$ cat config.mk
export PLATFORM = sky130hd
export DESIGN_NAME = mem_sram_agent
export DESIGN_NICKNAME = d
export VERILOG_FILES = /design/src/rtl/mem_sram_agent_pkg.sv /design/src/rtl/mem_load_extract.sv /design/src/rtl/mem_sram_agent.sv
export SDC_FILE = /design/constraint.sdc
export NUM_CORES = 1
export LEC_CHECK = 0
export ABC_AREA = 1
export CORE_UTILIZATION = 40
export CTS_BUF_LIST = sky130_fd_sc_hd__clkbuf_4 sky130_fd_sc_hd__clkbuf_8 sky130_fd_sc_hd__clkbuf_16
export DETAILED_ROUTE_END_ITERATION = 10
export GPL_TIMING_DRIVEN = 0
export PLACE_DENSITY = 0.8
export SLEW_MARGIN = 10
export SYNTH_ARGS = -nofsm -noshare
export SYNTH_HDL_FRONTEND = slang
export SYNTH_SLANG_ARGS = --single-unit
$ cat constraint.sdc
create_clock -name clk -period 1.8 [get_ports clk]
set_input_delay 0.18 -clock clk [delete_from_list [all_inputs] [get_ports clk]]
set_output_delay 0.18 -clock clk [all_outputs]
set_load 0.05 [all_outputs]
$ cat src/rtl/mem_sram_agent_pkg.sv
// rtl/mem_sram_agent_pkg.sv - load/store op codes, FSM states and lane helpers for mem_sram_agent
package mem_sram_agent_pkg;

  localparam logic [7:0] EXE_LB_OP  = 8'hE0;
  localparam logic [7:0] EXE_LBU_OP = 8'hE4;
  localparam logic [7:0] EXE_LH_OP  = 8'hE1;
  localparam logic [7:0] EXE_LHU_OP = 8'hE5;
  localparam logic [7:0] EXE_LW_OP  = 8'hE3;
  localparam logic [7:0] EXE_SB_OP  = 8'hE8;
  localparam logic [7:0] EXE_SH_OP  = 8'hE9;
  localparam logic [7:0] EXE_SW_OP  = 8'hEB;

  localparam logic [31:0] ZeroWord = 32'h0000_0000;
  localparam logic        Stop     = 1'b1;
  localparam logic        NoStop   = 1'b0;

  typedef enum logic [1:0] {
    MSA_IDLE = 2'd0,
    MSA_WAIT = 2'd1,
    MSA_DONE = 2'd2
  } msa_state_e;

  function automatic logic is_load_op(input logic [7:0] op);
    return (op == EXE_LB_OP) || (op == EXE_LBU_OP) || (op == EXE_LH_OP) ||
           (op == EXE_LHU_OP) || (op == EXE_LW_OP);
  endfunction

  function automatic logic is_store_op(input logic [7:0] op);
    return (op == EXE_SB_OP) || (op == EXE_SH_OP) || (op == EXE_SW_OP);
  endfunction

  // Halfword ops need addr[0]==0, word ops need addr[1:0]==0.
  function automatic logic misaligned(input logic [7:0] op, input logic [1:0] a);
    case (op)
      EXE_LH_OP, EXE_LHU_OP, EXE_SH_OP: return a[0];
      EXE_LW_OP, EXE_SW_OP:             return a != 2'b00;
      default:                          return 1'b0;
    endcase
  endfunction

  function automatic logic [3:0] store_wen(input logic [7:0] op, input logic [1:0] a);
    case (op)
      EXE_SB_OP: return 4'b0001 << a;
      EXE_SH_OP: return a[1] ? 4'b1100 : 4'b0011;
      EXE_SW_OP: return 4'b1111;
      default:   return 4'b0000;
    endcase
  endfunction

  function automatic logic [31:0] store_wdata(input logic [7:0] op, input logic [31:0] d);
    case (op)
      EXE_SB_OP: return {4{d[7:0]}};
      EXE_SH_OP: return {2{d[15:0]}};
      default:   return d;
    endcase
  endfunction

endpackage

$ cat src/rtl/mem_load_extract.sv
// rtl/mem_load_extract.sv - lane select and sign/zero extension of SRAM read data (shared with WB forwarding)
module mem_load_extract
  import mem_sram_agent_pkg::*;
(
  input  logic [31:0] i_rdata,
  input  logic [1:0]  i_addr_lo,
  input  logic [7:0]  i_aluop,
  output logic [31:0] o_load_data
);

  logic [7:0]  w_byte;
  logic [15:0] w_half;

  assign w_byte = i_rdata[{i_addr_lo, 3'b000} +: 8];
  assign w_half = i_rdata[{i_addr_lo[1], 4'b0000} +: 16];

  always_comb begin
    o_load_data = i_rdata;
    case (i_aluop)
      EXE_LB_OP:  o_load_data = {{24{w_byte[7]}}, w_byte};
      EXE_LBU_OP: o_load_data = {24'h000000, w_byte};
      EXE_LH_OP:  o_load_data = {{16{w_half[15]}}, w_half};
      EXE_LHU_OP: o_load_data = {16'h0000, w_half};
      default:    o_load_data = i_rdata;
    endcase
  end

endmodule

$ cat src/rtl/mem_sram_agent.sv
// rtl/mem_sram_agent.sv - MEM-stage data SRAM agent; MEM_ALIGN_CHECK_EN enables address-error detection
module mem_sram_agent
  import mem_sram_agent_pkg::*;
#(
  parameter int RD_LATENCY = 1
) (
  input  logic        clk,
  input  logic        rst,
  input  logic        req_valid,
  input  logic [7:0]  mem_aluop,
  input  logic [31:0] mem_addr,
  input  logic [31:0] mem_reg2,
  input  logic        flush,
  output logic        data_sram_en,
  output logic [3:0]  data_sram_wen,
  output logic [31:0] data_sram_addr,
  output logic [31:0] data_sram_wdata,
  input  logic [31:0] data_sram_rdata,
  output logic [31:0] load_data,
  output logic        load_valid,
  output logic        stallreq,
  output logic        exc_adel,
  output logic        exc_ades
);

  localparam logic [2:0] LAT = 3'(RD_LATENCY);

  msa_state_e  r_state;
  logic [2:0]  r_cnt;
  logic [1:0]  r_addr_lo;
  logic [7:0]  r_op;
  logic [31:0] r_load_data;

  logic        w_idle;
  logic        w_is_load;
  logic        w_is_store;
  logic        w_misalign;
  logic        w_go;
  logic        w_ld_issue;
  logic        w_st_issue;
  logic [31:0] w_ext;

  assign w_idle     = (r_state == MSA_IDLE) && !rst;
  assign w_is_load  = is_load_op(mem_aluop);
  assign w_is_store = is_store_op(mem_aluop);

`ifdef MEM_ALIGN_CHECK_EN
  assign w_misalign = misaligned(mem_aluop, mem_addr[1:0]);
  assign exc_adel   = w_idle && req_valid && w_is_load && w_misalign;
  assign exc_ades   = w_idle && req_valid && w_is_store && w_misalign;
`else
  assign w_misalign = 1'b0;
  assign exc_adel   = 1'b0;
  assign exc_ades   = 1'b0;
`endif

  assign w_go       = w_idle && req_valid && !flush && !w_misalign;
  assign w_ld_issue = w_go && w_is_load;
  assign w_st_issue = w_go && w_is_store;

  // SRAM port is only driven from IDLE; WAIT/DONE keep it quiet so nothing is reissued.
  assign data_sram_en    = w_ld_issue || w_st_issue;
  assign data_sram_wen   = w_st_issue ? store_wen(mem_aluop, mem_addr[1:0]) : 4'b0000;
  assign data_sram_addr  = data_sram_en ? {mem_addr[31:2], 2'b00} : ZeroWord;
  assign data_sram_wdata = w_st_issue ? store_wdata(mem_aluop, mem_reg2) : ZeroWord;

  assign stallreq   = (w_ld_issue || (r_state == MSA_WAIT && !flush && !rst)) ? Stop : NoStop;
  assign load_valid = (r_state == MSA_DONE) && !flush && !rst;
  assign load_data  = r_load_data;

  mem_load_extract u_extract (
    .i_rdata    (data_sram_rdata),
    .i_addr_lo  (r_addr_lo),
    .i_aluop    (r_op),
    .o_load_data(w_ext)
  );

  always_ff @(posedge clk) begin
    if (rst) begin
      r_state     <= MSA_IDLE;
      r_cnt       <= 3'd0;
      r_addr_lo   <= 2'b00;
      r_op        <= 8'h00;
      r_load_data <= ZeroWord;
    end else begin
      case (r_state)
        MSA_IDLE: begin
          if (w_ld_issue) begin
            r_addr_lo <= mem_addr[1:0];
            r_op      <= mem_aluop;
            r_cnt     <= 3'd1;
            r_state   <= MSA_WAIT;
          end
        end
        MSA_WAIT: begin
          if (flush) begin
            r_cnt   <= 3'd0;
            r_state <= MSA_IDLE;
          end else if (r_cnt == LAT) begin
            r_load_data <= w_ext;
            r_cnt       <= 3'd0;
            r_state     <= MSA_DONE;
          end else begin
            r_cnt <= r_cnt + 3'd1;
          end
        end
        MSA_DONE: r_state <= MSA_IDLE;
        default:  r_state <= MSA_IDLE;
      endcase
    end
  end

endmodule

==> report_table.html, run 1 <==
<table>
<tr><th>Metric</th><th>Value</th></tr>
<tr><th colspan="2">Run status</th></tr>
<tr><td>Outcome</td><td>finished with violations</td></tr>
<tr><td>Failing checks</td><td>negative setup slack</td></tr>
<tr><th colspan="2">Yosys</th></tr>
<tr><td>Yosys warns</td><td>0</td></tr>
<tr><td>Instance count of the mapped netlist</td><td>684</td></tr>
<tr><td>Largest family of logic cells by synthesized area</td><td>simple AND/OR/NAND/NOR gates</td></tr>
<tr><td>Cell type contributing the most total cell area after synthesis</td><td>dfxtp_1</td></tr>
<tr><td>Area fraction in and, or, nand and nor cells after synthesis</td><td>about half</td></tr>
<tr><td>Share of synthesized registers carrying an async set or reset</td><td>0%</td></tr>
<tr><td>Avg Inst Size Synth</td><td>roughly 5.7 µm²</td></tr>
<tr><td>Leading cell type by number of instances after synthesis</td><td>nor2_1</td></tr>
<tr><td>Distinct cell type count of the synthesized netlist</td><td>29</td></tr>
<tr><td>Portion of netlist area occupied by mux cells</td><td>0%</td></tr>
<tr><td>Leading cell types by count after synthesis</td><td>nor2_1 (159), nand2_1 (138), inv_1 (98)</td></tr>
<tr><td>Proportion of synthesized chip area in sequential cells</td><td>between 20% and 30%</td></tr>
<tr><td>Number of flops mapped to enable cells by yosys</td><td>0</td></tr>
<tr><td>Fraction of the mapped netlist area in compound gates</td><td>under 10%</td></tr>
<tr><td>Top cells by area in the synthesized netlist</td><td>dfxtp_1 (24%), nor2_1 (15%), nand2_1 (13%), nand3_1 (9.8%), inv_1 (9.5%)</td></tr>
<tr><td>Yosys top cell area share</td><td>approximately 24%</td></tr>
<tr><td>Number of synthesized register bits</td><td>47</td></tr>
<tr><td>Fraction of the mapped netlist area in adder cells</td><td>0%</td></tr>
<tr><td>Top_reg_cell synth</td><td>dfxtp_1</td></tr>
<tr><td>Xor-xnor portion of the synthesized cell area</td><td>0%</td></tr>
<tr><td>Combined area of all synthesized cells</td><td>between 3000 and 4000 µm²</td></tr>
<tr><th colspan="2">Pwr</th></tr>
<tr><td>Largest voltage drop on the vdd net</td><td>between 0.3 and 0.4 mV</td></tr>
<tr><td>Leakage power summed over all cells</td><td>around 3.3 nW</td></tr>
<tr><td>Power per standard cell area</td><td>341.9 nW/µm²</td></tr>
<tr><td>Final Total Pwr</td><td>~2.4 mW</td></tr>
<tr><th colspan="2">Timing</th></tr>
<tr><td>Fin. Hold Viols</td><td>0</td></tr>
<tr><td>Worst Hold Slack</td><td>between 0.15 and 0.2 ns</td></tr>
<tr><td>Worst-case headroom to the max-slew limit</td><td>approximately two thirds</td></tr>
<tr><td>Setup violations, final</td><td>13</td></tr>
<tr><td>Least-Margin Pin Slew</td><td>approximately 0.53 ns</td></tr>
<tr><td>Max Freq</td><td>approximately 550 MHz</td></tr>
<tr><td>Time the final worst path needs with I/O delays and setup</td><td>1.829 ns</td></tr>
<tr><td>Setup ws final</td><td>-0.02924 ns</td></tr>
<tr><td>Total Neg Setup Slack</td><td>-0.1199 ns</td></tr>
<tr><td>Final setup skew</td><td>around 0.0087 ns</td></tr>
<tr><td>RSZ-0062 raised after global routing</td><td>true</td></tr>
<tr><td>Final Max Tran Viols</td><td>0</td></tr>
<tr><td>Final cycle utilization of the critical path</td><td>101.6%</td></tr>
<tr><th colspan="2">Finish</th></tr>
<tr><td>Final std cells w/o fill</td><td>1053</td></tr>
<tr><td># nets final</td><td>around 1.0k</td></tr>
<tr><td>Number of diodes added for antenna fixing</td><td>0</td></tr>
<tr><td>Synthesis-to-layout area growth</td><td>77.05%</td></tr>
<tr><td>Layout cell share with drive strength beyond 1</td><td>27.16%</td></tr>
<tr><th colspan="2">Detailed routing</th></tr>
<tr><td>Violation count after the first detailed-routing iteration</td><td>232</td></tr>
<tr><td>Total Wirelength</td><td>between 15 and 20 mm</td></tr>
<tr><td>Final routed DRC violation total</td><td>0</td></tr>
<tr><td>Pre-antenna DRT Iters</td><td>5</td></tr>
<tr><td>Via count</td><td>a little over 5k</td></tr>
<tr><td>Average wire per standard cell</td><td>roughly 15 µm</td></tr>
<tr><td>Number of nets with antenna violations after routing</td><td>0</td></tr>
<tr><td>Drt via density</td><td>~5</td></tr>
<tr><th colspan="2">Setup path</th></tr>
<tr><td>Critical path required time</td><td>1.62 ns</td></tr>
<tr><td>Data arrival time of the critical path</td><td>1.65 ns</td></tr>
<tr><td>Critical Path Source Type</td><td>flop</td></tr>
<tr><td>Worst Path Max Fanout</td><td>10</td></tr>
<tr><td>Type of the worst setup path</td><td>reg2out</td></tr>
<tr><td>Endpoint type of the worst setup path</td><td>output pin</td></tr>
<tr><th colspan="2">Place</th></tr>
<tr><td>Number of input and output port buffers inserted</td><td>a little over 200</td></tr>
<tr><td>Post-detailed-placement half-perimeter wirelength</td><td>11.47 mm</td></tr>
<tr><td>Count of placed standard cells including taps</td><td>roughly 1k</td></tr>
<tr><td>Global placement routability congestion</td><td>~0.94</td></tr>
<tr><td>Worst slack after detailed placement</td><td>-0.9786 ns</td></tr>
<tr><th colspan="2">Floorplan</th></tr>
<tr><td>FP Rows</td><td>35</td></tr>
<tr><td>Initial Util</td><td>a little over two fifths</td></tr>
<tr><td>Area enclosed by the die boundary</td><td>between 10000 and 15000 µm²</td></tr>
<tr><td>DIE HEIGHT</td><td>slightly above 100 µm</td></tr>
<tr><td>Core Area</td><td>9328 µm²</td></tr>
<tr><td>Die X-Extent</td><td>about 100 µm</td></tr>
<tr><td>IO Pins</td><td>approximately 210</td></tr>
<tr><th colspan="2">Global route</th></tr>
<tr><td>Number of global-route vias before repair</td><td>a little under 5k</td></tr>
<tr><td>Number of antenna violations at the first check in global routing</td><td>0</td></tr>
<tr><td>First-pass GRT wire length</td><td>between 20 and 25 mm</td></tr>
<tr><td>Global-route usage over all layers</td><td>roughly 28%</td></tr>
<tr><td>Maximum number of pins on one net before global-route repair</td><td>16</td></tr>
<tr><td>Total congestion overflow</td><td>0</td></tr>
<tr><th colspan="2">Clock network</th></tr>
<tr><td>Clock latency at the later pin of the worst-skew pair</td><td>0.30 ns</td></tr>
<tr><td>Clk root buf</td><td>clkbuf_8</td></tr>
<tr><td>CTS buffer count</td><td>5</td></tr>
<tr><td>CTS clk-pin slew, worst paths</td><td>around 0.10 ns</td></tr>
<tr><td>Maximum buffer depth of the clock tree</td><td>2</td></tr>
<tr><td>CTS tree</td><td>built</td></tr>
<tr><td>Total of hold buffers inserted after clock tree synthesis</td><td>0</td></tr>
<tr><td>TritonCTS sink count</td><td>between 40 and 50</td></tr>
<tr><td>H-tree level count</td><td>2</td></tr>
<tr><th colspan="2">Hold path</th></tr>
<tr><td>Path category of the worst min-delay check</td><td>in2reg</td></tr>
<tr><th colspan="2">Flow run</th></tr>
<tr><td>Max Cap Viol</td><td>0</td></tr>
</table>
[worst max-delay path, cell delays in order, from the launching register on]
cell	delay [ns]
dfxtp_4	0.36
nor2_4	0.09
nand3_4	0.12
nor2_4	0.11
nand2_2	0.06
inv_2	0.09
nor2_4	0.06
buf_6	0.16
nor2_2	0.12
buf_6	0.17
[final timing paths]
check                           cells after the start        from                  to  slack [ns]
worst max-delay path                                9  r_state[0]  data_sram_addr[27]       -0.03
worst min-delay path                                4         rst       load_data[20]        0.15
worst max register to register                      9  r_state[0]        load_data[6]        0.18
worst min register to register                      2     r_op[2]             r_op[2]        0.49
[cell usage in the layout (no fill, tap or decap), types with 12 or more instances in the layout]
| cell | instances |
|---|---|
| buf_4 | 33 |
| nand4_1 | 12 |
| inv_1 | 96 |
| nand2_1 | 128 |
| clkdlybuf4s50_1 | 129 |
| buf_6 | 64 |
| o21ai_0 | 24 |
| dfxtp_1 | 45 |
| nor2_4 | 23 |
| nor2_1 | 110 |
| a21oi_1 | 33 |
| nand2_2 | 16 |
| nor2_2 | 42 |
| nand3_1 | 71 |
[final cells by class]
class / instances / area (µm²)
multi-input combinational: 497 / 2628
fill: 764 / 2445
timing repair buffer: 229 / 2322
sequential: 47 / 945.9
inverter: 104 / 390.4
buffer: 39 / 322.8
tap: 129 / 161.4
clock buffer: 5 / 68.82
clock inverter: 3 / 43.79
[registers in the layout, summed over array words and instances, names as in the netlist]
| name | count |
|---|---|
| r_addr_lo | 2 |
| load_data | 32 |
| r_cnt | 3 |
| r_state | 2 |
| r_op | 8 |
[where the power goes]
part	total (mW)	leakage (nW)	internal [mW]	switching, mW
combinational	0.523	2.83	0.275	0.248
clock	0.792	0.0581	0.414	0.378
sequential	1.04	0.380	1.04	0.000571
total	2.35	3.27	1.73	0.626
[what timing repair did]
action                     CTS  global route
pin swaps                   15            13
setup endpoints to repair   69            70
gates cloned                 2             2
resized for setup          476           124
buffers inserted            14             4
[logic make-up after synthesis]
family                 Yosys count
other                            1
buffers and inverters          143
AO/OA/AOI/OAI                   64
flip-flops                      47
AND/OR/NAND/NOR                429
[routing by layer]
layer  GRT usage (%)  wire length, µm
met2           51.63             7980
met1           33.73             5842
met3           4.785             1164
met4           9.810              406
met5               0                0
[metrics by stage]
stage               instance area [µm²]  util, %
floorplan                          3950        -
global route                       6883    73.79
detailed placement                 6183    66.29
finish                             6883    73.79
CTS                                6454    69.19
global placement                   6183    66.29
Power figures use the tool's default switching activity.
==> inputs of run 2 (changes only) <==
ABC_AREA = not set   (was 1)
CORE_UTILIZATION = 36   (was 40)
PLACE_DENSITY = 0.79   (was 0.8)
==> run 2 against run 1 <==
  * The run still ends with negative setup slack left
  * Cell count fell by 26%
  * First-iteration DRC count fell by 12%
  * Highest routed layer unchanged
  * Via count fell by 19%
  * Power rose by 0.37%
  * Clock power rose by 1%
  * Hold slack improved by 0.14 ns
  * Synthesized area fell by 18%
  * Critical path type unchanged
  * Sequential power barely moved
  * Routed wire length fell by 7.5%
  * Worst setup slack got worse by 0.74 ns
  * Count of clock-buffer cells in the layout did not move
  * Fmax fell by 29%
==> report_table.html, run 2 <==
<table>
<tr><th>Metric</th><th>Value</th></tr>
<tr><th colspan="2">Setup path</th></tr>
<tr><td>Critical path required time</td><td>1.62 ns (about the same)</td></tr>
<tr><td>Flop-to-flop setup slack</td><td>-0.60 ns (was 0.18 ns)</td></tr>
<tr><td>Data arrival time of the critical path</td><td>2.39 ns (was 1.65 ns)</td></tr>
<tr><td>Worst Path Max Fanout</td><td>5 (was 10)</td></tr>
<tr><td>Crit-path max cell delay</td><td>0.57 ns (was 0.36 ns)</td></tr>
<tr><td>Slowest cell on the critical path</td><td>or4_4 (was dfxtp_4)</td></tr>
<tr><td>Worst R2R Path Depth</td><td>7 (was 9)</td></tr>
<tr><td>Series of cell instances along the critical path</td><td>or4_4 &gt; or3_4 &gt; a21oi_4 &gt; buf_6 &gt; clkbuf_16 &gt; and2_4 &gt; buf_8 (was nor2_4 &gt; nand3_4 &gt; nor2_4 &gt; nand2_2 &gt; inv_2 &gt; nor2_4 &gt; buf_6 &gt; nor2_2 &gt; buf_6)</td></tr>
<tr><td>Critical Path Source Type</td><td>flop (unchanged)</td></tr>
<tr><td>Type of the worst setup path</td><td>reg2out (unchanged)</td></tr>
<tr><td>Endpoint type of the worst setup path</td><td>output pin (unchanged)</td></tr>
<tr><th colspan="2">Pwr</th></tr>
<tr><td>Leakage power summed over all cells</td><td>2.583 nW (was 3.271 nW)</td></tr>
<tr><td>Power per standard cell area</td><td>354.0 nW/µm² (was 341.9 nW/µm²)</td></tr>
<tr><td>Largest voltage drop on the vdd net</td><td>0.3466 mV (was 0.3598 mV)</td></tr>
<tr><th colspan="2">Timing</th></tr>
<tr><td>Least-Margin Pin Slew</td><td>0.7296 ns (was 0.5275 ns)</td></tr>
<tr><td>Worst Hold Slack</td><td>0.2922 ns (was 0.1528 ns)</td></tr>
<tr><td>Fin. Hold Viols</td><td>0 (unchanged)</td></tr>
<tr><td>RSZ-0062 raised after global routing</td><td>true (unchanged)</td></tr>
<tr><td>Max Freq</td><td>388.9 MHz (was 546.7 MHz)</td></tr>
<tr><td>Final Max Tran Viols</td><td>0 (unchanged)</td></tr>
<tr><td>Worst-case headroom to the max-slew limit</td><td>51.26% (was 64.72%)</td></tr>
<tr><td>Time the final worst path needs with I/O delays and setup</td><td>2.572 ns (was 1.829 ns)</td></tr>
<tr><td>Setup ws final</td><td>-0.7716 ns (was -0.02924 ns)</td></tr>
<tr><td>Final cycle utilization of the critical path</td><td>142.9% (was 101.6%)</td></tr>
<tr><td>Setup violations, final</td><td>111 (was 13)</td></tr>
<tr><td>Final setup skew</td><td>0.01494 ns (was 0.008679 ns)</td></tr>
<tr><th colspan="2">Place</th></tr>
<tr><td>Number of input and output port buffers inserted</td><td>206 (was 207)</td></tr>
<tr><td>Count of placed standard cells including taps</td><td>737 (was 1023)</td></tr>
<tr><td>Global placement routability congestion</td><td>0.8573 (was 0.9369)</td></tr>
<tr><td>Post-detailed-placement half-perimeter wirelength</td><td>10.16 mm (was 11.47 mm)</td></tr>
<tr><th colspan="2">Hold path</th></tr>
<tr><td>Number of cells on the worst hold path</td><td>2 (was 4)</td></tr>
<tr><td>Path category of the worst min-delay check</td><td>in2reg (unchanged)</td></tr>
<tr><th colspan="2">Finish</th></tr>
<tr><td>Most common cell after layout, fill and taps aside</td><td>clkdlybuf4s50_1 (unchanged)</td></tr>
<tr><td>Utilization of the core after routing</td><td>79.61% (was 73.79%)</td></tr>
<tr><td>Number of diodes added for antenna fixing</td><td>0 (unchanged)</td></tr>
<tr><td># nets final</td><td>783 (was 1031)</td></tr>
<tr><td>Flip-flop count of the largest register after layout</td><td>32 (unchanged)</td></tr>
<tr><td>Synthesis-to-layout area growth</td><td>110.3% (was 77.05%)</td></tr>
<tr><td>Top library cells by usage in the layout, fill and taps aside</td><td>clkdlybuf4s50_1 (136), nand2_1 (64), buf_6 (53), dfxtp_1 (45), nor2_1 (40) (was clkdlybuf4s50_1 (129), nand2_1 (128), nor2_1 (110), inv_1 (96), nand3_1 (71))</td></tr>
<tr><td>Final std cells w/o fill</td><td>781 (was 1053)</td></tr>
<tr><td>Layout cell share with drive strength beyond 1</td><td>34.32% (was 27.16%)</td></tr>
<tr><th colspan="2">Clock network</th></tr>
<tr><td>TritonCTS sink count</td><td>47 (unchanged)</td></tr>
<tr><td>CTS tree</td><td>built (unchanged)</td></tr>
<tr><td>CTS clk-pin slew, worst paths</td><td>0.09 ns (was 0.10 ns)</td></tr>
<tr><td>H-tree level count</td><td>2 (unchanged)</td></tr>
<tr><td>Clk root buf</td><td>clkbuf_8 (unchanged)</td></tr>
<tr><td>Maximum buffer depth of the clock tree</td><td>2 (unchanged)</td></tr>
<tr><td>Clock latency at the later pin of the worst-skew pair</td><td>0.31 ns (was 0.30 ns)</td></tr>
<tr><td>CTS buffer count</td><td>5 (unchanged)</td></tr>
<tr><th colspan="2">Global route</th></tr>
<tr><td>Global-route usage over all layers</td><td>29.80% (was 28.46%)</td></tr>
<tr><td>Number of global-route vias before repair</td><td>4272 (was 4860)</td></tr>
<tr><td>Maximum number of pins on one net before global-route repair</td><td>17 (was 16)</td></tr>
<tr><td>Total congestion overflow</td><td>0 (unchanged)</td></tr>
<tr><td>Number of antenna violations at the first check in global routing</td><td>0 (unchanged)</td></tr>
<tr><td>First-pass GRT wire length</td><td>21.05 mm (was 22.94 mm)</td></tr>
<tr><th colspan="2">Yosys</th></tr>
<tr><td>Top cells by area in the synthesized netlist</td><td>dfxtp_1 (30%), nand2_1 (7.7%), a211oi_1 (7.6%), a21oi_1 (6.3%), nor2_1 (5.8%) (was dfxtp_1 (24%), nor2_1 (15%), nand2_1 (13%), nand3_1 (9.8%), inv_1 (9.5%))</td></tr>
<tr><td>Instance count of the mapped netlist</td><td>423 (was 684)</td></tr>
<tr><td>Combined area of all synthesized cells</td><td>3173 µm² (was 3887 µm²)</td></tr>
<tr><td>Leading cell types by count after synthesis</td><td>nand2_1 (65), nor2_1 (49), dfxtp_1 (47) (was nor2_1 (159), nand2_1 (138), inv_1 (98))</td></tr>
<tr><td>Cell type contributing the most total cell area after synthesis</td><td>dfxtp_1 (unchanged)</td></tr>
<tr><td>Yosys top cell area share</td><td>29.65% (was 24.20%)</td></tr>
<tr><td>Share of synthesized registers carrying an async set or reset</td><td>0% (unchanged)</td></tr>
<tr><td>Number of synthesized register bits</td><td>47 (unchanged)</td></tr>
<tr><td>Proportion of synthesized chip area in sequential cells</td><td>29.65% (was 24.20%)</td></tr>
<tr><td>Avg Inst Size Synth</td><td>7.501 µm² (was 5.683 µm²)</td></tr>
<tr><td>Distinct cell type count of the synthesized netlist</td><td>46 (was 29)</td></tr>
<tr><td>Yosys warns</td><td>0 (unchanged)</td></tr>
<tr><td>Leading cell type by number of instances after synthesis</td><td>nand2_1 (was nor2_1)</td></tr>
<tr><td>Top_reg_cell synth</td><td>dfxtp_1 (unchanged)</td></tr>
<tr><td>Number of flops mapped to enable cells by yosys</td><td>0 (unchanged)</td></tr>
<tr><th colspan="2">Detailed routing</th></tr>
<tr><td>Final routed DRC violation total</td><td>0 (unchanged)</td></tr>
<tr><td>Via count</td><td>4209 (was 5194)</td></tr>
<tr><td>Pre-antenna DRT Iters</td><td>5 (unchanged)</td></tr>
<tr><td>Average wire per standard cell</td><td>18.22 µm (was 14.62 µm)</td></tr>
<tr><td>Violation count after the first detailed-routing iteration</td><td>204 (was 232)</td></tr>
<tr><td>Number of nets with antenna violations after routing</td><td>0 (unchanged)</td></tr>
<tr><td>Drt via density</td><td>5.389 (was 4.933)</td></tr>
<tr><td>Total Wirelength</td><td>14.23 mm (was 15.39 mm)</td></tr>
<tr><th colspan="2">Run status</th></tr>
<tr><td>Failing checks</td><td>negative setup slack (unchanged)</td></tr>
<tr><td>Outcome</td><td>finished with violations (unchanged)</td></tr>
<tr><th colspan="2">Floorplan</th></tr>
<tr><td>Die X-Extent</td><td>95.88 µm (was 100.6 µm)</td></tr>
<tr><td>IO Pins</td><td>213 (unchanged)</td></tr>
<tr><td>DIE HEIGHT</td><td>95.88 µm (was 100.6 µm)</td></tr>
<tr><td>Core Area</td><td>8382 µm² (was 9328 µm²)</td></tr>
<tr><td>FP Rows</td><td>33 (was 35)</td></tr>
<tr><td>Initial Util</td><td>37.86% (was 41.68%)</td></tr>
<tr><td>Area enclosed by the die boundary</td><td>9193 µm² (was 10120 µm²)</td></tr>
<tr><th colspan="2">Flow run</th></tr>
<tr><td>Max Cap Viol</td><td>0 (unchanged)</td></tr>
</table>
==> run 2: worst paths after layout <==
kind                             end  startpoint
setup / recovery  data_sram_addr[24]  r_state[1]
hold / removal          load_data[7]         rst
setup reg to reg       load_data[17]  r_state[0]
hold reg to reg              r_op[7]     r_op[7]
==> run 2: worst max-delay path: cells and delay by family, from the launching register on <==
family	cells	cell delay (ns)
DFF	1	0.34
AOI/OAI and AO/OA	1	0.19
buffers and inverters	3	0.42
and+or+nand+nor	3	1.13
==> run 2: final cells by class <==
class                   count  area (µm²)
clock buffers               5       68.82
repair buffers            243        2646
flip-flops and latches     47       943.4
plain buffers              37       256.5
well taps                 105       131.4
clock inverters             3       46.29
inverters                  12       45.04
fillers                   542        1709
multi-input cells         329        2535
==> run 2: power by group <==
part / switching (mW) / internal [mW]
registers: 0.000286 / 1.04
clock network: 0.382 / 0.418
logic: 0.245 / 0.277
total: 0.628 / 1.73
==> run 2: layer usage <==
layer / vias up / GRT usage, % / share of wire, %
met4: 0 / 9.826 / 2.5
met3: 30 / 5.292 / 7.3
met5: - / 0 / 0
met2: 216 / 55.12 / 53
li1: 1985 / - / -
met1: 1978 / 34.41 / 37
==> run 2: timing repair <==
action,CTS,global route
endpoints found under the setup margin,112,107
cloned,2,1
hold buffers,0,0
resized for setup,541,34
pin swaps,27,15
setup buffers,21,13
==> run 2: logic make-up after synthesis <==
logic type | synth area share [%]
compound gates | 22.24
xor+xnor | 0.2761
buf+inv | 7.650
flops | 29.65
mux | 11.40
other cells | 0.1182
simple gates | 28.67
==> run 2: stage by stage <==
stage | total power, mW | area, µm² | TNS (ns) | setup slack, ns
after floorplan | 1.248 | 3694 | -16.64 | -0.4087
after global placement | 1.536 | 5887 | -114.83 | -1.500
after detailed placement | 1.545 | 5887 | -118.74 | -1.537
after CTS | 2.343 | 6446 | -53.14 | -0.7606
after global routing | 2.435 | 6673 | -66.64 | -0.7965
final | 2.362 | 6673 | -59.38 | -0.7716
==> inputs of run 3 (changes only) <==
CTS_CLUSTER_SIZE = 20   (was not set)
GPL_ROUTABILITY_DRIVEN = 0   (was not set)
==> results of run 3 <==
Final layout, timing and power as in run 2 (identical DEF).
